[config.mk]
export PLATFORM = sky130hd
export DESIGN_NAME = rgb_pwm_driver
export DESIGN_NICKNAME = d
export VERILOG_FILES = /design/src/rtl/rgb_pwm_pkg.sv /design/src/rtl/rgb_pwm_driver_channel.sv /design/src/rtl/rgb_pwm_driver.sv
export SDC_FILE = /design/constraint.sdc
export NUM_CORES = 1
export LEC_CHECK = 0
export ABC_AREA = 0
export CAP_MARGIN = 30
export CORE_UTILIZATION = 25
export CTS_BUF_LIST = sky130_fd_sc_hd__clkbuf_8 sky130_fd_sc_hd__clkbuf_16
export DETAILED_ROUTE_END_ITERATION = 7
export DONT_BUFFER_PORTS = 1
export PLACE_DENSITY = 0.43
export SLEW_MARGIN = 20
export SYNTH_ARGS = -nofsm -noshare
export SYNTH_HDL_FRONTEND = slang
export SYNTH_SLANG_ARGS = --single-unit
[constraint.sdc]
create_clock -name clk -period 3.2 [get_ports clk]
set_input_delay 0.32 -clock clk [delete_from_list [all_inputs] [get_ports clk]]
set_output_delay 0.32 -clock clk [all_outputs]
set_load 0.01 [all_outputs]
[src/rtl/rgb_pwm_pkg.sv]
// Shared types and helpers for the RGB PWM driver.
// Duty triples are packed {r, g, b} so they overlay the 24-bit duty bus directly.
package rgb_pwm_pkg;

    typedef logic [7:0] duty_t;

    typedef struct packed {
        duty_t r;
        duty_t g;
        duty_t b;
    } rgb_duty_t;

    localparam duty_t PHASE_MAX = 8'd255;

    // Square-law perceptual mapping; the +255 makes 255 map back to 255.
    function automatic duty_t gamma_map(input duty_t d);
        logic [15:0] sq;
        sq = 16'(d) * 16'(d) + 16'd255;
        return sq[15:8];
    endfunction

endpackage

[src/rtl/rgb_pwm_driver_channel.sv]
// Single PWM comparator: lit while the shared phase is below this channel's duty.
// The output is registered, so it trails the phase counter by one clock.
module pwm_channel
    import rgb_pwm_pkg::*;
(
    input  logic  clk,
    input  logic  reset,
    input  logic  enable,
    input  duty_t phase,
    input  duty_t duty,
    output logic  lit
);

    always_ff @(posedge clk or posedge reset) begin
        if (reset) begin
            lit <= 1'b0;
        end else begin
            lit <= enable && (phase < duty);
        end
    end

endmodule

[src/rtl/rgb_pwm_driver.sv]
// Three-channel LED PWM with a one-entry duty staging register applied at period boundaries.
// Optional macro RGB_PWM_GAMMA_EN applies a square-law mapping to duties as they are captured.
module rgb_pwm_driver
    import rgb_pwm_pkg::*;
#(
    parameter int unsigned PRESCALE   = 47,
    parameter bit          ACTIVE_LOW = 1'b1
) (
    input  logic        clk,
    input  logic        reset,
    input  logic        enable_i,
    input  logic        duty_valid_i,
    input  logic [23:0] duty_i,
    output logic        duty_ready_o,
    output logic [2:0]  led_rgb_o,
    output logic        update_o
);

    localparam logic [15:0] PRESCALE_RELOAD = 16'(PRESCALE - 1);

    logic [15:0] prescaler;
    duty_t       phase;
    logic        tick;
    logic        boundary;
    logic        accept;
    logic        pending_full;
    logic        out_of_reset;
    rgb_duty_t   pending;
    rgb_duty_t   active_duty;
    rgb_duty_t   capture_val;
    logic [2:0]  lit;

    assign tick     = enable_i && (prescaler == '0);
    // A disabled block is permanently at a boundary so staged duties land at once.
    assign boundary = !enable_i || (tick && (phase == PHASE_MAX));

    assign duty_ready_o = out_of_reset && !pending_full;
    assign accept       = duty_valid_i && duty_ready_o;

    always_comb begin
        capture_val = rgb_duty_t'(duty_i);
`ifdef RGB_PWM_GAMMA_EN
        capture_val.r = gamma_map(duty_i[23:16]);
        capture_val.g = gamma_map(duty_i[15:8]);
        capture_val.b = gamma_map(duty_i[7:0]);
`endif
    end

    always_ff @(posedge clk or posedge reset) begin
        if (reset) begin
            prescaler <= PRESCALE_RELOAD;
            phase     <= '0;
        end else if (!enable_i) begin
            prescaler <= PRESCALE_RELOAD;
            phase     <= '0;
        end else if (tick) begin
            prescaler <= PRESCALE_RELOAD;
            phase     <= phase + 8'd1;
        end else begin
            prescaler <= prescaler - 16'd1;
        end
    end

    // Capture needs ready, which needs pending empty, so it never collides with an apply.
    always_ff @(posedge clk or posedge reset) begin
        if (reset) begin
            out_of_reset <= 1'b0;
            pending_full <= 1'b0;
            pending      <= '0;
            active_duty  <= '0;
            update_o     <= 1'b0;
        end else begin
            out_of_reset <= 1'b1;
            update_o     <= boundary && pending_full;
            if (boundary && pending_full) begin
                active_duty  <= pending;
                pending_full <= 1'b0;
            end else if (accept) begin
                pending      <= capture_val;
                pending_full <= 1'b1;
            end
        end
    end

    pwm_channel u_red (
        .clk    (clk),
        .reset  (reset),
        .enable (enable_i),
        .phase  (phase),
        .duty   (active_duty.r),
        .lit    (lit[2])
    );

    pwm_channel u_green (
        .clk    (clk),
        .reset  (reset),
        .enable (enable_i),
        .phase  (phase),
        .duty   (active_duty.g),
        .lit    (lit[1])
    );

    pwm_channel u_blue (
        .clk    (clk),
        .reset  (reset),
        .enable (enable_i),
        .phase  (phase),
        .duty   (active_duty.b),
        .lit    (lit[0])
    );

    assign led_rgb_o = lit ^ {3{ACTIVE_LOW}};

endmodule

After elaboration in Yosys (flattened, before gate mapping) --
Index checks and enable logic that the tools add are counted.
Storage, ports and cells: output and inout port bits 5, latch bits 0, memory bits (read-only) 0, memories kept 0, flip-flop bits (word level) 78, RAM bits 0
Operators by class: order comparisons 3, equality and inequality tests 2, add/subtract/negate cells 2, bitwise logic cells 2, reduce and logical (&&, ||, !) cells 14, mux-type cells 6, shift-type cells 0, div/mod/pow operators 0, $mul 0
Operator list (count):
- two-way mux 16 bit | 2
- less-than comparator 8 bit | 3
- zero test 16 bit | 1
- two-way mux 8 bit | 2
- subtractor 16 x 1 -> 16 bit, second input constant | 1
- adder 8 x 1 -> 8 bit, second input constant | 1
- equality test 8 bit, second input constant | 1
- logical AND 1 bit | 8
- inverter 3 bit | 1
- zero test 1 bit | 2
- two-way mux 1 bit | 2
- != test 2 x 1 -> 1 bit, second input constant | 1
- AND reduction 2 bit | 1
- nonzero test 2 bit | 1
- logical OR 1 bit | 1
- inverter 1 bit | 1

Logic depth before layout (Yosys ltp) --
Gate-level depths: netlist of run 1.
word-level depth 7, mapped depth 8, mapped depth without buffers 6

Cells and area by module --
A second synthesis of run 1 with hierarchy kept.
Second synthesis, totals: cells, all modules 324, area, all modules 3866.2 sq um
Modules (own cells, without submodules):
- rgb_pwm_driver | times used 1, area an instance 3223.1 sq um, seq. area each 1881.8 sq um, cells each 240
- pwm_channel (u_blue ...) | times used 2, area an instance 212.7 sq um, seq. area each 25.0 sq um, cells each 28
- pwm_channel (u_red) | times used 1, area an instance 217.7 sq um, seq. area each 25.0 sq um, cells each 28

Worst setup path before layout of run 1 --
OpenSTA, ideal clock, no wires.
kind register -> register, start register prescaler[0], end register phase[3], arrival time 2.163 ns, data required time 3.122 ns, stages on the path, launching flop included 8, setup time 0.078 ns, setup slack 0.959 ns, cell sequence dfrtp_1 -> inv_1 -> ha_1 -> or3b_2 -> or3_1 -> buf_2 -> or4_1 -> a21oi_1
On the way: word-level cells in the longest chain between the ends 3
Ends and longest elaborated chain:
- from (decl) | line rgb_pwm_driver.sv:21 | logic [15:0] prescaler;
- from (signal assigned) | line rgb_pwm_driver.sv:60 | prescaler <= prescaler - 16'd1;
- zero test 16 bit | line rgb_pwm_driver.sv:33 | assign tick = enable_i && (prescaler == '0);
- logical AND 1 bit | line rgb_pwm_driver.sv:33
- != test 2 x 1 -> 1 bit (no line)
- to (signal assigned) | line rgb_pwm_driver.sv:58 | phase <= phase + 8'd1;
- to (decl) | line rgb_pwm_driver.sv:22 | duty_t phase;
Every way passes these cells. A chain may end at the register's enable or synchronous reset.

Worst setup path after layout of run 1 --
start register prescaler[7], end register phase[4]
Same word-level chain as after synthesis.

==> PnR_summary.wiki, run 1 <==
{| class="wikitable"
! Metric !! Value
|-
| Initial Util || 0.259
|-
| Synth Area in XOR/XNOR || 0.0230
|-
| Initial antenna violation count || 0
|-
| Worst Skew || 0.00870 ns
|-
| Area fraction in and, or, nand and nor cells after synthesis || 0.113
|-
| CTS H-tree lvls || 3
|-
| Cells on worst reg2reg path || 4
|-
| Gp weighted congestion || 0.722
|-
| GRT Total Usage || 0.105
|-
| WL met2 || 3330 µm
|-
| Post-synthesis cell count || 326
|-
| Endpoint required time on the critical path || 3.45 ns
|-
| Slowest cell on the critical path || sky130_fd_sc_hd__or3_1
|-
| R2r setup slk || 0.82 ns
|-
| Top Layer Used || met4
|-
| Launch point of the critical path || prescaler[7]
|-
| Growth of design area from synthesis to finish || 12.0%
|-
| Area after DPL || 0.00401 mm²
|-
| Status || finished clean
|-
| Peak Freq || 421 MHz
|-
| Setup Buffers After CTS || 0
|-
| Period utilization || 0.743
|-
| Worst-Margin Slew || 0.641 ns
|-
| Mux contribution to synthesized area || 0.144
|-
| Portion of the post-synthesis area used by sequential elements || 0.513
|-
| Final std cell area, no fill || 0.00427 mm²
|-
| Final wirelength || 7210 µm
|-
| Total number of clock tree sinks || 78
|-
| Later-pin clock latency in the skew report || 0.34 ns
|-
| FF+latch count, synth || 78
|-
| Overall die width || 125 µm
|-
| Yosys Warn Count || 0
|-
| Number of distinct library cells after synthesis || 41
|-
| Num CTS Buffers || 9
|-
| Power per standard cell area || 614 mW/mm²
|-
| Adder and majority gate portion of the synthesized area || 0.0788
|-
| Vias || 2,412
|-
| Fin Setup TNS || 0 ns
|-
| Design Power || 2620 µW
|-
| Met3 wirelength from detailed routing || 246 µm
|-
| Worst setup path endpoint || phase[4]
|-
| Final count of hold timing violations || 0
|-
| Most used flip-flop cell after synthesis || sky130_fd_sc_hd__dfrtp_1
|-
| Global-route wire length before repair || 12,700 µm
|-
| Slew margin rel. || 0.571
|-
| PostCTS Resize Cnt || 0
|-
| Mean cell area of the mapped netlist || 11.7 µm²
|-
| Post-CTS Hold Fix Bufs || 1
|-
| Number of max-slew violations in the final report || 0
|-
| Leak Pwr || 0.00193 µW
|-
| Net count of the finished layout || 381
|-
| Area fraction in compound gates after synthesis || 0.0745
|-
| Die footprint || 0.0157 mm²
|-
| Arrival time of the worst setup path || 2.63 ns
|-
| Vias per cell || 4.67
|-
| Row Count || 44
|-
| Cell area after synthesis || 0.00381 mm²
|-
| Count of pins on the block boundary || 33
|-
| Fraction of synthesis flops using an asynchronous set or reset pin || 1.00
|-
| Number of enable-type register cells in the synthesized netlist || 0
|-
| Vert. Die Dim || 125 µm
|-
| End of the worst register-to-register path || phase[4]
|-
| Critical Path Fanout Max || 17
|-
| Via count of the first global-routing pass || 2,550
|-
| Total of endpoints with negative setup slack in the final report || 0
|-
| Endpoint class of the critical path || flop
|-
| Core region area || 0.0147 mm²
|-
| Wl on met1 || 3450 µm
|-
| Post-layout min period || 2.38 ns
|-
| Crit Reg-Reg Startpoint || prescaler[7]
|-
| Half-perimeter wire length after placement || 5040 µm
|-
| Maximum clock insertion buffer count || 2
|-
| Share of cells above drive strength 1 || 0.237
|-
| Critical-path cell list || or4_4, or3_1, or4_1, a21oi_1
|-
| Max stage delay on crit path || 0.60 ns
|-
| Net count of the mapped netlist || 378
|-
| Final antenna-violating net count || 0
|-
| Number of DRC violations after detailed routing || 0
|-
| Crit path launch type || flop
|-
| Port Buf Inserts || 0
|-
| Root buffer selected by CTS || sky130_fd_sc_hd__clkbuf_16
|-
| Clock slew at the register clock pins of the worst setup and hold paths || 0.06 ns
|-
| Ant. Diodes || 0
|-
| Type of the tightest min-delay check || in -> reg
|-
| Iter 0 DRT Violations || 44
|-
| IR Drop Worst-Case VDD || 0.262 mV
|-
| Unrepaired setup endpoints after global routing || no
|-
| Aggregate global routing overflow || 0
|-
| Largest family of logic cells by synthesized area || multiplexers
|-
| Clock tree from TritonCTS || yes
|-
| Routed wire length per instance || 13.9 µm
|-
| First-pass iteration count of the detailed router || 4
|-
| Number of maximum-capacitance violations || 0
|-
| Critical path type || reg -> reg
|-
| Maximum number of pins on one net before global-route repair || 29
|}
==> synth_stat cells, drive strengths merged, types with 4 or more instances <==
| cell | count | area, µm² |
|---|---|---|
| dfrtp | 74 | 1850 |
| mux2 | 48 | 541 |
| inv | 32 | 120 |
| ha | 24 | 300 |
| a21oi | 19 | 95.1 |
| nor2 | 14 | 52.6 |
| or4 | 10 | 82.6 |
| buf | 9 | 61.3 |
| nand2 | 9 | 33.8 |
| xnor2 | 8 | 70.1 |
| o31ai | 7 | 52.6 |
| nand3 | 6 | 30.0 |
| nor3 | 6 | 35.0 |
| o21ai | 6 | 30.0 |
| a31oi | 5 | 37.5 |
| or2 | 5 | 31.3 |
| or3 | 5 | 31.3 |
| clkbuf | 4 | 16.3 |
| dfstp | 4 | 105 |
| nand2b | 4 | 25.0 |
| nor2b | 4 | 25.0 |
==> routing by layer <==
metal  GRT usage  up-vias
met1       0.132     1194
met2       0.167       40
met4      0.0603        0
met3      0.0218       11
li1            -     1167
met5           0        -
==> state kept, by name (all words and copies together), names as in the netlist <==
register,cells
out_of_reset,1
active_duty,24
phase,8
u_green.lit,1
pending,24
prescaler,16
pending_full,1
u_red.lit,1
update_o,1
u_blue.lit,1
==> where the power goes <==
part	internal (µW)	leakage, µW	switching (µW)
clock	506	0.000140	371
combinational	248	0.000829	200
sequential	1200	0.000961	100
==> worst min-delay path by stage <==
stage	start	to	slack, ns	cells past startpoint
2_1_floorplan	prescaler[0]	prescaler[0]	0.42	1
3_3_place_gp	prescaler[0]	prescaler[0]	0.43	1
3_5_place_dp	reset	out_of_reset	0.22	1
4_1_cts	enable_i	phase[7]	0.12	2
5_1_grt	duty_i[0]	pending[0]	0.12	1
6_report	enable_i	phase[7]	0.13	2
==> metrics by stage <==
step,instances,worst slack [ns],util,hold slack (ns)
floorplan,326,0.892,-,0.417
global placement,500,0.899,0.271,0.428
detailed placement,501,0.841,0.273,0.225
CTS,517,0.824,0.291,0.118
global route,517,0.699,0.291,0.118
finish,517,0.822,0.291,0.125
==> placed cells by master, fill, tap and decap left out, types with 4 or more instances in the layout <==
master / instances
sky130_fd_sc_hd__a21oi_1: 19
sky130_fd_sc_hd__a31oi_1: 4
sky130_fd_sc_hd__clkbuf_16: 9
sky130_fd_sc_hd__dfrtp_1: 74
sky130_fd_sc_hd__dfstp_2: 4
sky130_fd_sc_hd__ha_1: 24
sky130_fd_sc_hd__inv_1: 35
sky130_fd_sc_hd__mux2_2: 48
sky130_fd_sc_hd__nand2_1: 8
sky130_fd_sc_hd__nand2b_1: 4
sky130_fd_sc_hd__nand3_1: 6
sky130_fd_sc_hd__nor2_1: 14
sky130_fd_sc_hd__nor2b_1: 4
sky130_fd_sc_hd__nor3_1: 5
sky130_fd_sc_hd__o21ai_0: 6
sky130_fd_sc_hd__o31ai_1: 7
sky130_fd_sc_hd__or2_2: 5
sky130_fd_sc_hd__or3_1: 5
sky130_fd_sc_hd__or4_1: 8
sky130_fd_sc_hd__xnor2_1: 8
==> area by class of cell <==
cell class | count | area (µm²)
fillers | 1496 | 10400
clock buffers | 9 | 225
multi-input cells | 203 | 1660
flip-flops and latches | 78 | 1960
well taps | 184 | 230
clock inverters | 6 | 25.0
repair buffers | 5 | 52.6
inverters | 32 | 121
==> cells by family after synthesis <==
family,after synthesis
DFF,78
and+or+nand+nor,75
muxes,49
buffers and inverters,45
AOI/OAI and AO/OA,44
adders and majority gates,24
xor gates and xnor gates,10
other,1
==> worst max-delay path: cells and delay by family, from the launching register on <==
kind	cells	cell delay, ns
and+or+nand+nor	3	1.74
DFF	1	0.41
AOI/OAI and AO/OA	1	0.16
(Power assumes the default switching activity.)
==> run 2: changes to the inputs <==
clock period = 2.3 ns   (was 3.2 ns; I/O delays follow)
==> PnR_summary.wiki, run 2 (synthesized netlist as in run 1, its figures left out) <==
{| class="wikitable"
! Metric !! Value
|-
| Status || finished clean
|-
| Setup Buffers After CTS || 0 (unchanged)
|-
| Count of fill cells added during filler insertion || 1,485 (-0.74%)
|-
| Fin Setup TNS || 0 ns (unchanged)
|-
| Worst hold path cell count || 1 (-1)
|-
| Cells on worst reg2reg path || 4 (unchanged)
|-
| Final wirelength || 7560 µm (+4.8%)
|-
| Die footprint || 0.0157 mm² (unchanged)
|-
| Clock slew at the register clock pins of the worst setup and hold paths || 0.06 ns (about the same)
|-
| Launch point of the critical path || prescaler[9]
|-
| Ant. Diodes || 0 (unchanged)
|-
| Type of the tightest min-delay check || in -> reg
|-
| Most frequent standard cell in the layout excluding fill and tap cells || sky130_fd_sc_hd__dfrtp_1
|-
| Later-pin clock latency in the skew report || 0.33 ns (about the same)
|-
| Post-layout min period || 2.18 ns (-0.198 ns)
|-
| Number of max-slew violations in the final report || 0 (unchanged)
|-
| Vert. Die Dim || 125 µm (unchanged)
|-
| Crit path launch type || flop
|-
| Number of DRC violations after detailed routing || 0 (unchanged)
|-
| Maximum clock insertion buffer count || 2 (unchanged)
|-
| Routed wire length per instance || 14.2 µm (+2.0%)
|-
| Half-perimeter wire length after placement || 5290 µm (+4.9%)
|-
| IR Drop Worst-Case VDD || 0.344 mV (+31%)
|-
| Leak Pwr || 0.00202 µW (+4.9%)
|-
| Core region area || 0.0147 mm² (unchanged)
|-
| Power per standard cell area || 861 mW/mm² (+40%)
|-
| Total number of clock tree sinks || 78 (unchanged)
|-
| Critical Path Fanout Max || 12 (-5)
|-
| Num CTS Buffers || 9 (unchanged)
|-
| Root buffer selected by CTS || sky130_fd_sc_hd__clkbuf_16
|-
| Critical path type || reg -> reg
|-
| Peak Freq || 459 MHz (+9.1%)
|-
| Design Power || 3840 µW (+46%)
|-
| Maximum number of pins on one net before global-route repair || 29 (unchanged)
|-
| Initial antenna violation count || 0 (unchanged)
|-
| Vias per cell || 4.62 (-1.1%)
|-
| CTS H-tree lvls || 3 (unchanged)
|-
| Largest registers || active_duty (24), pending (24), prescaler (16)
|-
| Overall die width || 125 µm (unchanged)
|-
| Vias || 2,451 (+1.6%)
|-
| Arrival time of the worst setup path || 2.43 ns (-0.20 ns)
|-
| Growth of design area from synthesis to finish || 16.9%
|-
| Port Buf Inserts || 0 (unchanged)
|-
| Critical hold path startpoint || duty_valid_i
|-
| Gp weighted congestion || 0.714 (-1.1%)
|-
| Final antenna-violating net count || 0 (unchanged)
|-
| Net count of the finished layout || 394 (+3.4%)
|-
| GRT Total Usage || 0.107 (+0.00239)
|-
| Worst Skew || 0.00595 ns (-0.00275 ns)
|-
| Unrepaired setup endpoints after global routing || no
|-
| Endpoint required time on the critical path || 2.55 ns (-0.90 ns)
|-
| Number of maximum-capacitance violations || 0 (unchanged)
|-
| Most frequent cells in the layout || sky130_fd_sc_hd__dfrtp_1 (74), sky130_fd_sc_hd__mux2_2 (48), sky130_fd_sc_hd__inv_1 (34), sky130_fd_sc_hd__ha_1 (24), sky130_fd_sc_hd__a21oi_1 (18)
|-
| Aggregate global routing overflow || 0 (unchanged)
|-
| Period utilization || 0.948 (+0.205)
|-
| Iter 0 DRT Violations || 75 (+70%)
|-
| Final count of hold timing violations || 0 (unchanged)
|-
| Global-route wire length before repair || 13,000 µm (+2.6%)
|-
| Count of pins on the block boundary || 33 (unchanged)
|-
| Crit Reg-Reg Startpoint || prescaler[9]
|-
| Endpoint class of the critical path || flop
|-
| Clock tree from TritonCTS || yes
|-
| Share of cells above drive strength 1 || 0.280 (+0.0423)
|-
| Via count of the first global-routing pass || 2,665 (+4.5%)
|-
| Total of endpoints with negative setup slack in the final report || 0 (unchanged)
|-
| Worst-Margin Slew || 0.552 ns (-0.0885 ns)
|-
| Row Count || 44 (unchanged)
|-
| Initial Util || 0.259 (unchanged)
|-
| First-pass iteration count of the detailed router || 4 (unchanged)
|-
| Slew margin rel. || 0.631 (+0.0601)
|}
[run 2: cell count changes in the layout (fill, tap and decap cells not counted), sizes merged]
cell | before | now
bufinv | 0 | 1
inv | 35 | 34
clkbuf | 9 | 10
buf | 4 | 17
[run 2: what timing repair did]
action                                  in CTS  in global routing
pin swaps                                    0                  0
hold buffers                                 1                  0
resized for setup                            1                  4
endpoints found under the hold margin       23                  0
endpoints found under the setup margin       1                 31
[run 2: metrics by stage]
stage / setup slack (ns) / hold slack, ns / std cells / util / area, µm²
CTS: 0.00422 / 0.0217 / 531 / 0.302 / 4440
detailed placement: 0.00222 / 0.180 / 514 / 0.281 / 4130
floorplan: 0.0586 / 0.363 / 326 / - / 3810
finish: 0.120 / 0.0314 / 531 / 0.303 / 4460
global placement: 0.0628 / 0.360 / 513 / 0.280 / 4110
global route: 0.0397 / 0.0294 / 531 / 0.303 / 4460
[run 2: routing by layer]
metal  vias up  global-route usage  wire, µm
met4         0              0.0516       138
met5         -                   0         0
met3         9              0.0205       248
met2        46               0.176      3640
li1       1184                   -         -
met1      1212               0.135      3530
[run 2: path summary, 6_finish.rpt]
| kind | end | slack [ns] |
|---|---|---|
| min in group asynchronous | pending_full | 0.40 |
| min reg2reg | prescaler[0] | 0.45 |
| max | phase[4] | 0.12 |
| max reg2reg | phase[4] | 0.12 |
| min | pending_full | 0.03 |
| max in group asynchronous | prescaler[1] | 1.33 |
[run 2: where the power goes]
group | total (µW) | switching (µW) | internal [µW]
clock network | 1390 | 528 | 857
registers | 1810 | 142 | 1670
logic | 643 | 290 | 353
[run 2: final cells by class]
cell class	instances	area [µm²]	area share
clock buffers	10	239	0.0536
clock inverters	6	55.1	0.0124
inverters	32	121	0.0272
multi-input cells	203	1680	0.377
flip-flops and latches	78	1960	0.439
well taps	184	230	0.0517
repair buffers	18	175	0.0393
[run 2: critical path, cell delays in order (launching register included)]
cell	delay, ns
sky130_fd_sc_hd__dfrtp_1	0.40
sky130_fd_sc_hd__or4_4	0.56
sky130_fd_sc_hd__or3_4	0.45
sky130_fd_sc_hd__or4_1	0.51
sky130_fd_sc_hd__a21oi_1	0.16
==> run 3: changes to the inputs <==
GPL_TIMING_DRIVEN = 0   (was not set)
==> PnR_summary.wiki, run 3 (synthesized netlist as in run 1, its figures left out) <==
{| class="wikitable"
! Metric !! Value
|-
| Status || finished clean
|-
| Total of endpoints with negative setup slack in the final report || 0 (unchanged)
|-
| Post-layout min period || 2.23 ns (+0.0535 ns)
|-
| Vias || 2,460 (+0.37%)
|-
| Arrival time of the worst setup path || 2.49 ns (+0.06 ns)
|-
| Most frequent standard cell in the layout excluding fill and tap cells || sky130_fd_sc_hd__dfrtp_1
|-
| Final wirelength || 7930 µm (+5.0%)
|-
| Cell count after placement || 511 (-0.58%)
|-
| Number of maximum-capacitance violations || 0 (unchanged)
|-
| Initial antenna violation count || 0 (unchanged)
|-
| GRT Total Usage || 0.111 (+0.00404)
|-
| Slew margin rel. || 0.583 (-0.0483)
|-
| Maximum number of pins on one net before global-route repair || 52 (+79%)
|-
| Area used by multi-input combinational logic || 0.00173 mm² (+3.2%)
|-
| Crit path launch type || flop
|-
| Largest registers || active_duty (24), pending (24), prescaler (16)
|-
| Number of DRC violations after detailed routing || 0 (unchanged)
|-
| Final count of hold timing violations || 0 (unchanged)
|-
| Type of the tightest min-delay check || in -> reg
|-
| Worst Skew || 0.00481 ns (-0.00114 ns)
|-
| Initial Util || 0.259 (unchanged)
|-
| Root buffer selected by CTS || sky130_fd_sc_hd__clkbuf_16
|-
| IR Drop Worst-Case VDD || 0.460 mV (+34%)
|-
| Core region area || 0.0147 mm² (unchanged)
|-
| Net count of the finished layout || 394 (unchanged)
|-
| Period utilization || 0.971 (+0.0233)
|-
| Combined flip-flop and latch cell area || 0.00196 mm² (unchanged)
|-
| Count of fill cells added during filler insertion || 1,493 (+0.54%)
|-
| Post-route insts no fill || 529 (-0.38%)
|-
| Design Power || 3710 µW (-3.3%)
|-
| Num CTS Buffers || 9 (unchanged)
|-
| First-pass iteration count of the detailed router || 4 (unchanged)
|-
| Ant. Diodes || 0 (unchanged)
|-
| Area after DPL || 0.00407 mm² (-1.4%)
|-
| Vert. Die Dim || 125 µm (unchanged)
|-
| Final std cell area, no fill || 0.00445 mm² (-0.17%)
|-
| Leak Pwr || 0.00200 µW (-1.4%)
|-
| Maximum clock insertion buffer count || 2 (unchanged)
|-
| Routed wire length per instance || 15.0 µm (+5.4%)
|-
| Power per standard cell area || 834 mW/mm² (-3.1%)
|-
| Worst-Margin Slew || 0.626 ns (+0.0731 ns)
|-
| Total number of clock tree sinks || 78 (unchanged)
|-
| Endpoint class of the critical path || flop
|-
| Clock slew at the register clock pins of the worst setup and hold paths || 0.06 ns (about the same)
|-
| Share of cells above drive strength 1 || 0.281 (+0.00162)
|-
| Later-pin clock latency in the skew report || 0.34 ns (about the same)
|-
| Peak Freq || 448 MHz (-2.4%)
|-
| Endpoint required time on the critical path || 2.56 ns (about the same)
|-
| Global-route wire length before repair || 13,200 µm (+1.5%)
|-
| R2r setup slk || 0.07 ns (-0.05 ns)
|-
| Aggregate global routing overflow || 0 (unchanged)
|-
| Critical path type || reg -> reg
|-
| Gp weighted congestion || 0.738 (+3.3%)
|-
| Number of max-slew violations in the final report || 0 (unchanged)
|-
| Via count of the first global-routing pass || 2,503 (-6.1%)
|-
| CTS H-tree lvls || 3 (unchanged)
|-
| Clock tree from TritonCTS || yes
|-
| Fin Setup TNS || 0 ns (unchanged)
|-
| Vias per cell || 4.65 (+0.75%)
|-
| Die footprint || 0.0157 mm² (unchanged)
|-
| Iter 0 DRT Violations || 79 (+5.3%)
|-
| Row Count || 44 (unchanged)
|-
| Overall die width || 125 µm (unchanged)
|-
| Most frequent cells in the layout || sky130_fd_sc_hd__dfrtp_1 (74), sky130_fd_sc_hd__mux2_2 (48), sky130_fd_sc_hd__inv_1 (32), sky130_fd_sc_hd__ha_1 (23), sky130_fd_sc_hd__a21oi_1 (18)
|-
| Half-perimeter wire length after placement || 5320 µm (+0.64%)
|-
| Critical Path Fanout Max || 11 (-1)
|-
| Port Buf Inserts || 0 (unchanged)
|-
| Count of pins on the block boundary || 33 (unchanged)
|-
| Final antenna-violating net count || 0 (unchanged)
|-
| Growth of design area from synthesis to finish || 16.7%
|}
## run 3: cell types whose count changed in the layout (fill, tap and decap cells not counted), sizes merged
cell,previous run,this run
bufinv,1,0
clkinv,3,2
buf,17,14
clkbuf,10,13
## run 3: area by class of cell
cell class | count | share of cell area
Sequential cell | 78 | 0.440
Multi-Input combinational cell | 203 | 0.389
Clock buffer | 10 | 0.0537
Tap cell | 184 | 0.0517
Inverter | 32 | 0.0276
Timing Repair Buffer | 7 | 0.0169
Buffer | 11 | 0.0169
Clock inverter | 4 | 0.00394
## run 3: path summary, 6_finish.rpt
| path | end | cells after the start | start |
|---|---|---|---|
| hold reg to reg | prescaler[0] | 1 | prescaler[0] |
| min in group asynchronous | prescaler[15] | 2 | reset |
| max in group asynchronous | active_duty[11] | 3 | reset |
| setup reg to reg | phase[3] | 5 | prescaler[4] |
| hold / removal | pending_full | 1 | duty_valid_i |
| setup / recovery | phase[3] | 5 | prescaler[4] |
## run 3: critical path, stage by stage, from the launching register on
cell,delay (ns)
sky130_fd_sc_hd__dfrtp_1,0.38
sky130_fd_sc_hd__or4_4,0.60
sky130_fd_sc_hd__or3_4,0.42
sky130_fd_sc_hd__buf_6,0.15
sky130_fd_sc_hd__or4_1,0.46
sky130_fd_sc_hd__a21oi_1,0.13
## run 3: metal layers
layer	GRT usage	up-vias	routed length [µm]
li1	-	1182	-
met5	0	-	0
met1	0.142	1224	3670
met3	0.0368	9	417
met4	0.0387	0	89
met2	0.175	45	3750
## run 3: report_power, final
group / switching [µW] / total [µW] / internal (µW)
Sequential: 143 / 1810 / 1670
Clock: 519 / 1250 / 735
Combinational: 290 / 648 / 358
Total: 952 / 3710 / 2760
## run 3: through the flow
step / setup slack (ns) / utilization / hold slack [ns]
final: 0.0668 / 0.303 / 0.0318
after global routing: -0.00175 / 0.303 / 0.0237
after CTS: 0.0157 / 0.300 / 0.0195
after detailed placement: -0.271 / 0.277 / 0.134
after global placement: -0.940 / 0.275 / 0.366
after floorplan: 0.0586 / - / 0.363
## run 3: repair_timing
action / 4_1_cts / 5_1_grt
resized for setup: 14 / 7
hold buffers: 1 / 0
endpoints found under the setup margin: 36 / 35
hold endpoints to repair: 23 / 0
setup buffers: 4 / 1
pin swaps: 1 / 4
